[config.mk]
export PLATFORM = sky130hd
export DESIGN_NAME = tcm_lsu_flat
export DESIGN_NICKNAME = d
export VERILOG_FILES = /design/src/rtl/tcm_lsu_pkg.sv /design/src/rtl/tcm_lsu_if.sv /design/src/rtl/tcm_lsu_align.sv /design/src/rtl/tcm_lsu.sv /design/src/flat_wrapper.sv
export SDC_FILE = /design/constraint.sdc
export NUM_CORES = 1
export LEC_CHECK = 0
export ABC_AREA = 0
export CORE_MARGIN = 1
export CORE_UTILIZATION = 43
export CTS_CLUSTER_SIZE = 16
export DETAILED_ROUTE_END_ITERATION = 12
export PLACE_DENSITY = 0.78
export SLEW_MARGIN = 20
export SYNTH_ARGS = -nofsm -noshare
export SYNTH_HDL_FRONTEND = slang
export SYNTH_SLANG_ARGS = --single-unit
[constraint.sdc]
create_clock -name i_clk -period 2.8 [get_ports i_clk]
set_clock_uncertainty 0.1 [all_clocks]
set_input_delay 0.56 -clock i_clk [delete_from_list [all_inputs] [get_ports i_clk]]
set_output_delay 0.56 -clock i_clk [all_outputs]
set_load 0.1 [all_outputs]
[src/rtl/tcm_lsu_pkg.sv]
// Shared types and helpers for the TCM load/store unit.
package tcm_lsu_pkg;

    typedef enum logic [1:0] {
        SZ_BYTE = 2'd0,
        SZ_HALF = 2'd1,
        SZ_WORD = 2'd2
    } lsu_size_t;

    typedef enum logic [1:0] {
        IDLE,
        ISSUE,
        CAPTURE,
        RESP
    } lsu_state_t;

    // True for the illegal size code or an access not aligned to its own size.
    function automatic logic lsu_bad_shape(input logic [1:0] size, input logic [1:0] lo);
        case (size)
            2'd0:    return 1'b0;
            2'd1:    return lo[0];
            2'd2:    return lo != 2'b00;
            default: return 1'b1;
        endcase
    endfunction

endpackage

[src/rtl/tcm_lsu_if.sv]
// Request/response handshake plus the TCM data-port bus of the load/store unit.
interface tcm_lsu_if #(
    parameter int MEM_ADDR_WIDTH = 8
);
    logic                      i_req_valid;
    logic                      o_req_ready;
    logic [31:0]               i_req_addr;
    logic                      i_req_write;
    logic [1:0]                i_req_size;
    logic                      i_req_unsigned;
    logic [31:0]               i_req_wdata;
    logic                      o_rsp_valid;
    logic                      i_rsp_ready;
    logic [31:0]               o_rsp_rdata;
    logic                      o_rsp_error;
    logic [MEM_ADDR_WIDTH-1:0] o_tcm_addr;
    logic [3:0]                o_tcm_write;
    logic [31:0]               o_tcm_data;
    logic [31:0]               i_tcm_data;

    modport master (
        output i_req_valid, i_req_addr, i_req_write, i_req_size, i_req_unsigned,
        output i_req_wdata, i_rsp_ready, i_tcm_data,
        input  o_req_ready, o_rsp_valid, o_rsp_rdata, o_rsp_error,
        input  o_tcm_addr, o_tcm_write, o_tcm_data
    );

    modport slave (
        input  i_req_valid, i_req_addr, i_req_write, i_req_size, i_req_unsigned,
        input  i_req_wdata, i_rsp_ready, i_tcm_data,
        output o_req_ready, o_rsp_valid, o_rsp_rdata, o_rsp_error,
        output o_tcm_addr, o_tcm_write, o_tcm_data
    );

endinterface

[src/rtl/tcm_lsu_align.sv]
// Byte-lane steering: store strobes/replication and load extract/extend.
module tcm_lsu_align
    import tcm_lsu_pkg::*;
(
    input  logic [1:0]  st_addr_lo,
    input  lsu_size_t   st_size,
    input  logic [31:0] st_wdata,
    output logic [3:0]  st_strb,
    output logic [31:0] st_data,
    input  logic [1:0]  ld_addr_lo,
    input  lsu_size_t   ld_size,
    input  logic        ld_unsigned,
    input  logic [31:0] ld_raw,
    output logic [31:0] ld_data
);

    logic [7:0]  ld_byte;
    logic [15:0] ld_half;

    always_comb begin
        st_strb = '0;
        st_data = st_wdata;
        case (st_size)
            SZ_BYTE: begin
                st_strb = 4'b0001 << st_addr_lo;
                st_data = {4{st_wdata[7:0]}};
            end
            SZ_HALF: begin
                st_strb = st_addr_lo[1] ? 4'b1100 : 4'b0011;
                st_data = {2{st_wdata[15:0]}};
            end
            SZ_WORD: st_strb = 4'b1111;
            default: st_strb = '0;
        endcase
    end

    always_comb begin
        ld_byte = ld_raw[{ld_addr_lo, 3'b000} +: 8];
        ld_half = ld_addr_lo[1] ? ld_raw[31:16] : ld_raw[15:0];
        case (ld_size)
            SZ_BYTE: ld_data = {{24{ld_byte[7] & ~ld_unsigned}}, ld_byte};
            SZ_HALF: ld_data = {{16{ld_half[15] & ~ld_unsigned}}, ld_half};
            default: ld_data = ld_raw;
        endcase
    end

endmodule

[src/rtl/tcm_lsu.sv]
// Single-outstanding load/store initiator for the TCM data port.
module tcm_lsu
    import tcm_lsu_pkg::*;
#(
    parameter int          MEM_ADDR_WIDTH = 8,
    parameter logic [31:0] TCM_BASE       = 32'h0000_0000
) (
    input  logic      i_clk,
    input  logic      i_reset,
    tcm_lsu_if.slave  bus
);

    localparam int HI_LSB = MEM_ADDR_WIDTH + 2;

    lsu_state_t                state;
    logic                      rsp_valid_q;
    logic [31:0]               rsp_rdata_q;
    logic                      rsp_error_q;
    logic [MEM_ADDR_WIDTH-1:0] tcm_addr_q;
    logic [3:0]                tcm_write_q;
    logic [31:0]               tcm_data_q;
    logic [1:0]                lat_lo;
    lsu_size_t                 lat_size;
    logic                      lat_unsigned;
    logic                      lat_write;

    logic                      req_err;
    logic [3:0]                st_strb;
    logic [31:0]               st_data;
    logic [31:0]               ld_data;

    assign req_err = lsu_bad_shape(bus.i_req_size, bus.i_req_addr[1:0])
                   | (bus.i_req_addr[31:HI_LSB] != TCM_BASE[31:HI_LSB]);

    tcm_lsu_align u_align (
        .st_addr_lo  (bus.i_req_addr[1:0]),
        .st_size     (lsu_size_t'(bus.i_req_size)),
        .st_wdata    (bus.i_req_wdata),
        .st_strb     (st_strb),
        .st_data     (st_data),
        .ld_addr_lo  (lat_lo),
        .ld_size     (lat_size),
        .ld_unsigned (lat_unsigned),
        .ld_raw      (bus.i_tcm_data),
        .ld_data     (ld_data)
    );

    always_ff @(posedge i_clk) begin
        if (i_reset) begin
            state        <= IDLE;
            rsp_valid_q  <= 1'b0;
            rsp_rdata_q  <= '0;
            rsp_error_q  <= 1'b0;
            tcm_addr_q   <= '0;
            tcm_write_q  <= '0;
            tcm_data_q   <= '0;
            lat_lo       <= '0;
            lat_size     <= SZ_BYTE;
            lat_unsigned <= 1'b0;
            lat_write    <= 1'b0;
        end else begin
            case (state)
                IDLE: begin
                    if (bus.i_req_valid) begin
                        if (req_err) begin
                            rsp_valid_q <= 1'b1;
                            rsp_error_q <= 1'b1;
                            rsp_rdata_q <= '0;
                            state       <= RESP;
                        end else begin
                            tcm_addr_q   <= bus.i_req_addr[MEM_ADDR_WIDTH+1:2];
                            if (bus.i_req_write) begin
                                tcm_write_q <= st_strb;
                                tcm_data_q  <= st_data;
                            end
                            lat_lo       <= bus.i_req_addr[1:0];
                            lat_size     <= lsu_size_t'(bus.i_req_size);
                            lat_unsigned <= bus.i_req_unsigned;
                            lat_write    <= bus.i_req_write;
                            state        <= ISSUE;
                        end
                    end
                end
                ISSUE: begin
                    tcm_write_q <= '0;
                    if (lat_write) begin
                        rsp_valid_q <= 1'b1;
                        rsp_error_q <= 1'b0;
                        rsp_rdata_q <= '0;
                        state       <= RESP;
                    end else begin
                        state <= CAPTURE;
                    end
                end
                CAPTURE: begin
                    rsp_valid_q <= 1'b1;
                    rsp_error_q <= 1'b0;
                    rsp_rdata_q <= ld_data;
                    state       <= RESP;
                end
                RESP: begin
                    if (bus.i_rsp_ready) begin
                        rsp_valid_q <= 1'b0;
                        state       <= IDLE;
                    end
                end
                default: state <= IDLE;
            endcase
        end
    end

    assign bus.o_req_ready = (state == IDLE) & ~i_reset;
    assign bus.o_rsp_valid = rsp_valid_q;
    assign bus.o_rsp_rdata = rsp_rdata_q;
    assign bus.o_rsp_error = rsp_error_q;
    assign bus.o_tcm_addr  = tcm_addr_q;
    assign bus.o_tcm_write = tcm_write_q;
    assign bus.o_tcm_data  = tcm_data_q;

endmodule

[src/flat_wrapper.sv]
// flat-port wrapper written by rule: the top's interface ports become plain ports
module tcm_lsu_flat import tcm_lsu_pkg::*;
#(
    parameter int          MEM_ADDR_WIDTH = 8,
    parameter logic [31:0] TCM_BASE       = 32'h0000_0000
)
  (i_clk, i_reset, bus_i_req_valid, bus_i_req_addr, bus_i_req_write, bus_i_req_size, bus_i_req_unsigned, bus_i_req_wdata, bus_i_rsp_ready, bus_i_tcm_data, bus_o_req_ready, bus_o_rsp_valid, bus_o_rsp_rdata, bus_o_rsp_error, bus_o_tcm_addr, bus_o_tcm_write, bus_o_tcm_data);
  tcm_lsu_if #(.MEM_ADDR_WIDTH(MEM_ADDR_WIDTH)) bus_i ();
  input  logic i_clk;
  input  logic i_reset;
  input wire logic [$bits(bus_i.i_req_valid)-1:0] bus_i_req_valid;
  input wire logic [$bits(bus_i.i_req_addr)-1:0] bus_i_req_addr;
  input wire logic [$bits(bus_i.i_req_write)-1:0] bus_i_req_write;
  input wire logic [$bits(bus_i.i_req_size)-1:0] bus_i_req_size;
  input wire logic [$bits(bus_i.i_req_unsigned)-1:0] bus_i_req_unsigned;
  input wire logic [$bits(bus_i.i_req_wdata)-1:0] bus_i_req_wdata;
  input wire logic [$bits(bus_i.i_rsp_ready)-1:0] bus_i_rsp_ready;
  input wire logic [$bits(bus_i.i_tcm_data)-1:0] bus_i_tcm_data;
  output wire logic [$bits(bus_i.o_req_ready)-1:0] bus_o_req_ready;
  output wire logic [$bits(bus_i.o_rsp_valid)-1:0] bus_o_rsp_valid;
  output wire logic [$bits(bus_i.o_rsp_rdata)-1:0] bus_o_rsp_rdata;
  output wire logic [$bits(bus_i.o_rsp_error)-1:0] bus_o_rsp_error;
  output wire logic [$bits(bus_i.o_tcm_addr)-1:0] bus_o_tcm_addr;
  output wire logic [$bits(bus_i.o_tcm_write)-1:0] bus_o_tcm_write;
  output wire logic [$bits(bus_i.o_tcm_data)-1:0] bus_o_tcm_data;
  assign bus_i.i_req_valid = bus_i_req_valid;
  assign bus_i.i_req_addr = bus_i_req_addr;
  assign bus_i.i_req_write = bus_i_req_write;
  assign bus_i.i_req_size = bus_i_req_size;
  assign bus_i.i_req_unsigned = bus_i_req_unsigned;
  assign bus_i.i_req_wdata = bus_i_req_wdata;
  assign bus_i.i_rsp_ready = bus_i_rsp_ready;
  assign bus_i.i_tcm_data = bus_i_tcm_data;
  assign bus_o_req_ready = bus_i.o_req_ready;
  assign bus_o_rsp_valid = bus_i.o_rsp_valid;
  assign bus_o_rsp_rdata = bus_i.o_rsp_rdata;
  assign bus_o_rsp_error = bus_i.o_rsp_error;
  assign bus_o_tcm_addr = bus_i.o_tcm_addr;
  assign bus_o_tcm_write = bus_i.o_tcm_write;
  assign bus_o_tcm_data = bus_i.o_tcm_data;
  tcm_lsu #(.MEM_ADDR_WIDTH(MEM_ADDR_WIDTH), .TCM_BASE(TCM_BASE)) u_core (.i_clk(i_clk), .i_reset(i_reset), .bus(bus_i));
endmodule
==> results of run 1 <==
-- cells in the final DEF (no fill, tap or decap), types with 2 or more instances in the layout --
cell	n
a21oi_1	3
o221ai_1	7
o31a_1	7
nor2_1	41
mux2i_1	64
dfxtp_1	86
o2bb2ai_1	7
clkbuf_8	10
inv_6	3
nor2b_1	22
ha_1	5
o21ai_1	11
mux2_2	18
a21oi_2	2
nand4_1	26
nor3_1	2
o32ai_1	7
nor2_2	2
o31ai_1	16
clkdlybuf4s50_1	103
a211oi_1	4
buf_4	96
o21ai_0	20
nor4_1	5
nand3_1	3
buf_12	5
inv_1	16
nand2_1	52
-- synth_stat cells (2+ instances only) --
| library cell | n |
|---|---|
| o2bb2ai_1 | 7 |
| nand4_1 | 26 |
| nor4_1 | 5 |
| inv_1 | 16 |
| o32ai_1 | 7 |
| buf_4 | 2 |
| mux2_2 | 18 |
| buf_1 | 3 |
| nor2b_1 | 22 |
| nand2_1 | 52 |
| o31a_1 | 7 |
| nor2_1 | 42 |
| ha_1 | 5 |
| dfxtp_1 | 86 |
| a211oi_1 | 4 |
| o21ai_1 | 11 |
| clkbuf_1 | 24 |
| nand3_1 | 3 |
| a21oi_1 | 3 |
| o21ai_0 | 20 |
| o221ai_1 | 7 |
| nor3_1 | 2 |
| o31ai_1 | 16 |
| buf_2 | 5 |
| mux2i_1 | 64 |
| buf_6 | 3 |
| a21oi_2 | 2 |
-- sequential cells by signal (all words and copies together), names as in the netlist --
| name | flops |
|---|---|
| u_core.bus.o_rsp_error | 1 |
| u_core.bus.o_tcm_addr | 8 |
| u_core.bus.o_rsp_valid | 1 |
| u_core.state | 2 |
| u_core.lat_lo | 2 |
| u_core.bus.o_tcm_write | 4 |
| u_core.bus.o_tcm_data | 32 |
| u_core.lat_write | 1 |
| u_core.lat_unsigned | 1 |
| u_core.bus.o_rsp_rdata | 32 |
| u_core.lat_size | 2 |
-- worst register-to-register path, cell delays in order (launching register included) --
cell	delay [ns]
dfxtp_1	0.42
inv_1	0.11
ha_1	0.24
nor2b_1	0.18
nor2_1	0.20
o31ai_4	0.12
and2_1	0.18
buf_12	0.17
o31ai_1	0.29
-- metal layers --
metal / global-route usage (%) / vias to the layer above / part of all wire, %
met3: 8.542 / 13 / 9.1
li1: - / 2098 / -
met4: 7.033 / 0 / 1.1
met1: 28.45 / 1927 / 41
met2: 42.82 / 163 / 49
met5: 0 / - / 0
-- worst max path at each step --
stage / startpoint / to / depth (start not counted)
global route: bus_i_req_addr[13] / u_core.bus.o_tcm_data[18] / 7
global placement: bus_i_req_addr[29] / u_core.bus.o_rsp_rdata[13] / 7
detailed placement: bus_i_req_addr[29] / u_core.bus.o_tcm_data[18] / 7
floorplan: i_reset / bus_o_req_ready / 3
finish: bus_i_req_addr[29] / u_core.bus.o_tcm_data[18] / 7
CTS: bus_i_req_addr[29] / u_core.bus.o_tcm_data[18] / 7
-- layout make-up --
cell class / count / share of cell area (%)
clock inverters: 5 / 0.9977
multi-input cells: 343 / 37.32
well taps: 133 / 2.602
clock buffers: 11 / 2.210
flip-flops and latches: 86 / 26.92
repair buffers: 204 / 28.95
inverters: 17 / 0.9977
-- where the power goes --
group / internal [mW] / leakage [nW] / switching [mW]
Sequential: 1.32 / 0.695 / 0.0653
Combinational: 0.577 / 1.64 / 1.30
Clock: 0.447 / 0.101 / 0.477
-- stage by stage --
stage | area, um^2 | TNS, ns | utilization (%) | total power [mW]
2_1_floorplan | 4348 | 0 | - | 2.725
3_3_place_gp | 6191 | 0 | 63.34 | 3.272
3_5_place_dp | 6191 | -0.01701 | 63.34 | 3.301
4_1_cts | 6396 | 0 | 65.44 | 4.217
5_1_grt | 6396 | 0 | 65.44 | 4.397
6_report | 6396 | 0 | 65.44 | 4.197
-- cell families after synthesis --
group / after synthesis
AND/OR/NAND/NOR: 159
AO/OA/AOI/OAI: 96
multiplexers: 83
adder cells (fa/ha/maj): 5
flip-flops: 86
buffers and inverters: 54
==> impl_metrics.yaml, run 1 <==
outcome:
  status: "completed"
layout:
  nFillCells: 814
  drive_gt1_share_pct: 21.17
  multiInputGateArea_um2: 2387
  n_antenna_cell: 0
  finalNetCount: 770
  syn_to_final_growth_pct: 47.19
  register_area_um2: 1722
  fin_cells: 799
clocking:
  cts_buffers: 9
  htreeDepth: 3
  root_buffer: "clkbuf_8"
  insertion_delay_ns: 0.35
  clock-sinks: 86
  cts_tree: "built"
  clockBufferDepth: 2
  postCtsHoldBufs: 0
  clk_pin_slew_worst_paths_ns: 0.09
  cts_setup_buffers: 0
  ctsResizeCount: 0
pwr:
  p_leak_nw: 2.440
  pwr_density_cell_nw_per_um2: 656.1
  ir_worst_vdd_v: 0.0004027
worst_setup_path:
  path_max_fanout: 32
  r2r_cells: 8
  path_buf_inv: 2
  critPathArrivalTime_ns: 2.60
  cp.required_ns: 2.94
  crit_chain: "clkdlybuf4s50_1, nor4_1, nand4_1, nor4_4, buf_12, mux2i_1, nor2_1"
  path_class: "in2reg"
  worstReg2RegStart: "u_core.state[1]"
  cp_top_family: "simple AND/OR/NAND/NOR gates"
  reg2reg_slack_ns: 0.71
  reg2reg_to: "u_core.bus.o_rsp_rdata[20]"
  worst_setup_path_start_kind: "input pin"
  cpPeakStageDelay_ns: 0.43
  slowest_stage: "nor4_4"
  end_kind: "register"
floorplan:
  fp.dieH_um: 102.5
  dieArea_um2: 10510
  die_w_um: 102.5
  core-area_um2: 9774
  start_util_pct: 44.46
  io_pins: 183
  fp-row-count: 36
min_path:
  min_path_type: "reg2reg"
  holdPathEnd: "u_core.bus.o_rsp_rdata[13]"
  hp-start: "u_core.bus.o_rsp_rdata[13]"
  hold_depth: 2
route:
  drtIter0Drc: 118
  via_per_inst: 5.258
  routed-via-count: 4201
  totalWireLength_um: 12730
  wl_per_cell_um: 15.93
  drt_pass1_iterations: 4
  ant_nets: 0
  drcViolationCount: 0
sta:
  finalSetupViolCount: 0
  worst_slack_ns: 0.3430
  finalHoldViolCount: 0
  fmax_mhz: 407.0
  tightestPinTransition_ns: 0.5795
  holdWs_ns: 0.3621
  period_share_pct: 87.75
  period_minus_slack_ns: 2.457
  rsz0062_at_grt: "no"
  slew_headroom_pct: 61.37
  slew_viol_final: 0
logic_synthesis:
  synth_xor_area_share_pct: 0
  synth_edf_count: 0
  ys_async_sr_fraction_pct: 0
  synth_top_family_by_area: "multiplexers"
  synth_cell_type_count: 48
  syn-num-nets: 592
  ys_seq_elements: 86
  yosysTopAreaCellShare_pct: 39.62
  ys_seq_area_share_pct: 39.62
  synth-simple-area-share_pct: 17.77
  synth_mux_area_share_pct: 19.67
  synth_fa_ha_area_share_pct: 1.440
  synthCells: 483
  yosysWarnings: 0
  synth_compound_area_share_pct: 16.01
  ys.flop_type: "dfxtp_1"
  synth_area_um2: 4345
  synth_top_cell_by_area: "dfxtp_1"
  synth_area_leaders: "dfxtp_1 (40%), mux2i_1 (15%), mux2_2 (4.7%), nand2_1 (4.5%), nand4_1 (3.7%)"
  syn_avg_cell_area_um2: 8.997
place:
  pre_cts_ws_ns: -0.01292
  place_inst: 783
  portBuffers: 182
  gp_congestion: 0.8063
  dp_hpwl_um: 9635
grt:
  grt_max_degree: 34
  grt.total_usage_pct: 24.58
  grt_pass1_vias: 4130
  antenna_found_initial: 0
  overflow: 0
  grt_pass1_wl_um: 19920
flow_run:
  maxCapViolations: 0
No activity file was read; power rests on OpenSTA's default activity.
==> inputs of run 2 (changes only) <==
HOLD_SLACK_MARGIN = 0.08   (was unset)
==> results of run 2 <==
Same layout as run 1: the final DEF is identical, and so are final timing and power.
==> inputs of run 3 (changes only) <==
--- a/config.mk
+++ b/config.mk
@@ -12,4 +12,4 @@
 export DETAILED_ROUTE_END_ITERATION = 12
-export HOLD_SLACK_MARGIN = 0.08
 export PLACE_DENSITY = 0.78
+export SKIP_LAST_GASP = 1
 export SLEW_MARGIN = 20
--- a/constraint.sdc
+++ b/constraint.sdc
@@ -4,2 +4,2 @@
 set_output_delay 0.56 -clock i_clk [all_outputs]
-set_load 0.1 [all_outputs]
+set_load 0.05 [all_outputs]
==> impl_metrics.yaml, run 3 (same netlist as run 1, synthesis figures left out) <==
pwr:
  p_leak_nw: 2.256
  pwr_density_cell_nw_per_um2: 582.0
  ir_worst_vdd_v: 0.0003876
clocking:
  clk_pin_slew_worst_paths_ns: 0.09
  insertion_delay_ns: 0.35
  cts_setup_buffers: 0
  postCtsHoldBufs: 0
  cts_buffers: 9
  clockBufferDepth: 2
  htreeDepth: 3
  ctsResizeCount: 0
  root_buffer: "clkbuf_8"
  cts_tree: "built"
  clock-sinks: 86
floorplan:
  dieArea_um2: 10510
  fp-row-count: 36
  start_util_pct: 44.46
  die_w_um: 102.5
  io_pins: 183
  core-area_um2: 9774
  fp.dieH_um: 102.5
min_path:
  min_path_type: "reg2reg"
  hp-start: "u_core.bus.o_tcm_addr[4]"
  holdPathEnd: "u_core.bus.o_tcm_addr[4]"
  hold_depth: 2
worst_setup_path:
  cpPeakStageDelay_ns: 0.40
  reg2reg_to: "u_core.bus.o_rsp_rdata[19]"
  slowest_stage: "clkdlybuf4s50_1"
  worstReg2RegStart: "u_core.state[1]"
  critPathArrivalTime_ns: 2.61
  reg2reg_slack_ns: 0.66
  crit_chain: "clkdlybuf4s50_1, nor4_1, nand4_1, o31ai_4, buf_12, nand3_1, o32ai_1"
  path_class: "in2reg"
  worst_setup_path_start_kind: "input pin"
  cp.required_ns: 2.96
  r2r_cells: 8
  path_max_fanout: 27
  end_kind: "register"
grt:
  grt_max_degree: 60
  overflow: 0
  grt_pass1_wl_um: 20270
  grt_pass1_vias: 4210
  grt.met3_usage_pct: 6.983
  antenna_found_initial: 0
  use_met1_pct: 28.57
  met2_usage_pct: 44.51
  grt.total_usage_pct: 25.00
  grt_busiest_layer: "met2"
route:
  routed-via-count: 4260
  via_per_inst: 5.358
  drtIter0Drc: 167
  drcViolationCount: 0
  wl_per_cell_um: 16.48
  drt_pass1_iterations: 4
  ant_nets: 0
  totalWireLength_um: 13100
sta:
  fmax_mhz: 407.4
  tns_ns: 0
  finalHoldViolCount: 0
  period_minus_slack_ns: 2.455
  slew_viol_final: 0
  worst_slack_ns: 0.3453
  period_share_pct: 87.67
  slew_headroom_pct: 41.03
  finalSetupViolCount: 0
  rsz0062_at_grt: "no"
  holdWs_ns: 0.3666
  tightestPinTransition_ns: 0.8833
layout:
  syn_to_final_growth_pct: 50.50
  finalNetCount: 766
  final_common_cell: "clkdlybuf4s50_1"
  layout_common_cells: "clkdlybuf4s50_1 (181), dfxtp_1 (86), mux2i_1 (64), nand2_1 (52), nor2_1 (42)"
  post-route-util_pct: 66.91
  n_antenna_cell: 0
  drive_gt1_share_pct: 8.761
place:
  pre_cts_ws_ns: -0.04422
  gp_congestion: 0.8224
  portBuffers: 182
  dp_hpwl_um: 9852
flow_run:
  maxCapViolations: 0
outcome:
  status: "completed"
## run 3: cell count changes in the layout (fill, tap and decap cells not counted), sizes merged
cell,previous run,this run
buf,101,19
bufinv,1,0
clkbuf,11,13
inv,19,16
clkinv,1,3
clkdlybuf4s50,103,181
## run 3: final cells by class
cell class                      instances  area, um^2
Tap cell                              133       166.4
Inverter                               17       63.81
Clock inverter                          3       17.52
Fill cell                             853        3234
Clock buffer                           13       168.9
Multi-Input combinational cell        343        2385
Timing Repair Buffer                  200        2017
Sequential cell                        86        1722
## run 3: worst max-delay path by stage
stage / from / end / depth (start not counted)
4_1_cts: bus_i_req_addr[11] / u_core.bus.o_rsp_rdata[13] / 7
3_3_place_gp: bus_i_req_addr[10] / u_core.bus.o_tcm_data[20] / 7
2_1_floorplan: bus_i_req_addr[29] / u_core.bus.o_tcm_data[0] / 6
3_5_place_dp: bus_i_req_addr[11] / u_core.bus.o_rsp_rdata[13] / 7
5_1_grt: bus_i_req_addr[11] / u_core.bus.o_rsp_rdata[13] / 7
6_report: bus_i_req_addr[11] / u_core.bus.o_rsp_rdata[13] / 7
## run 3: metrics by stage
step | cell area, um^2 | cells | power (mW)
2_1_floorplan | 4345 | 483 | 2.383
3_3_place_gp | 6354 | 779 | 2.944
3_5_place_dp | 6354 | 779 | 2.987
4_1_cts | 6540 | 795 | 3.810
5_1_grt | 6540 | 795 | 3.976
6_report | 6540 | 795 | 3.806
## run 3: report_power, final
group / switching (mW) / internal, mW / total [mW]
registers: 0.0642 / 1.32 / 1.39
logic: 0.975 / 0.604 / 1.58
clock network: 0.446 / 0.393 / 0.839
total: 1.48 / 2.32 / 3.81
## run 3: worst max-delay path, delay by kind of cell
kind,cells,cell delay [ns]
buffers and inverters,2,0.61
AND/OR/NAND/NOR,3,0.84
AO/OA/AOI/OAI,2,0.60
## run 3: routing by layer
layer	vias to the layer above	share of wire, %
met5	-	0
met1	1986	41
li1	2089	-
met4	0	1.1
met2	172	49
met3	13	8.4
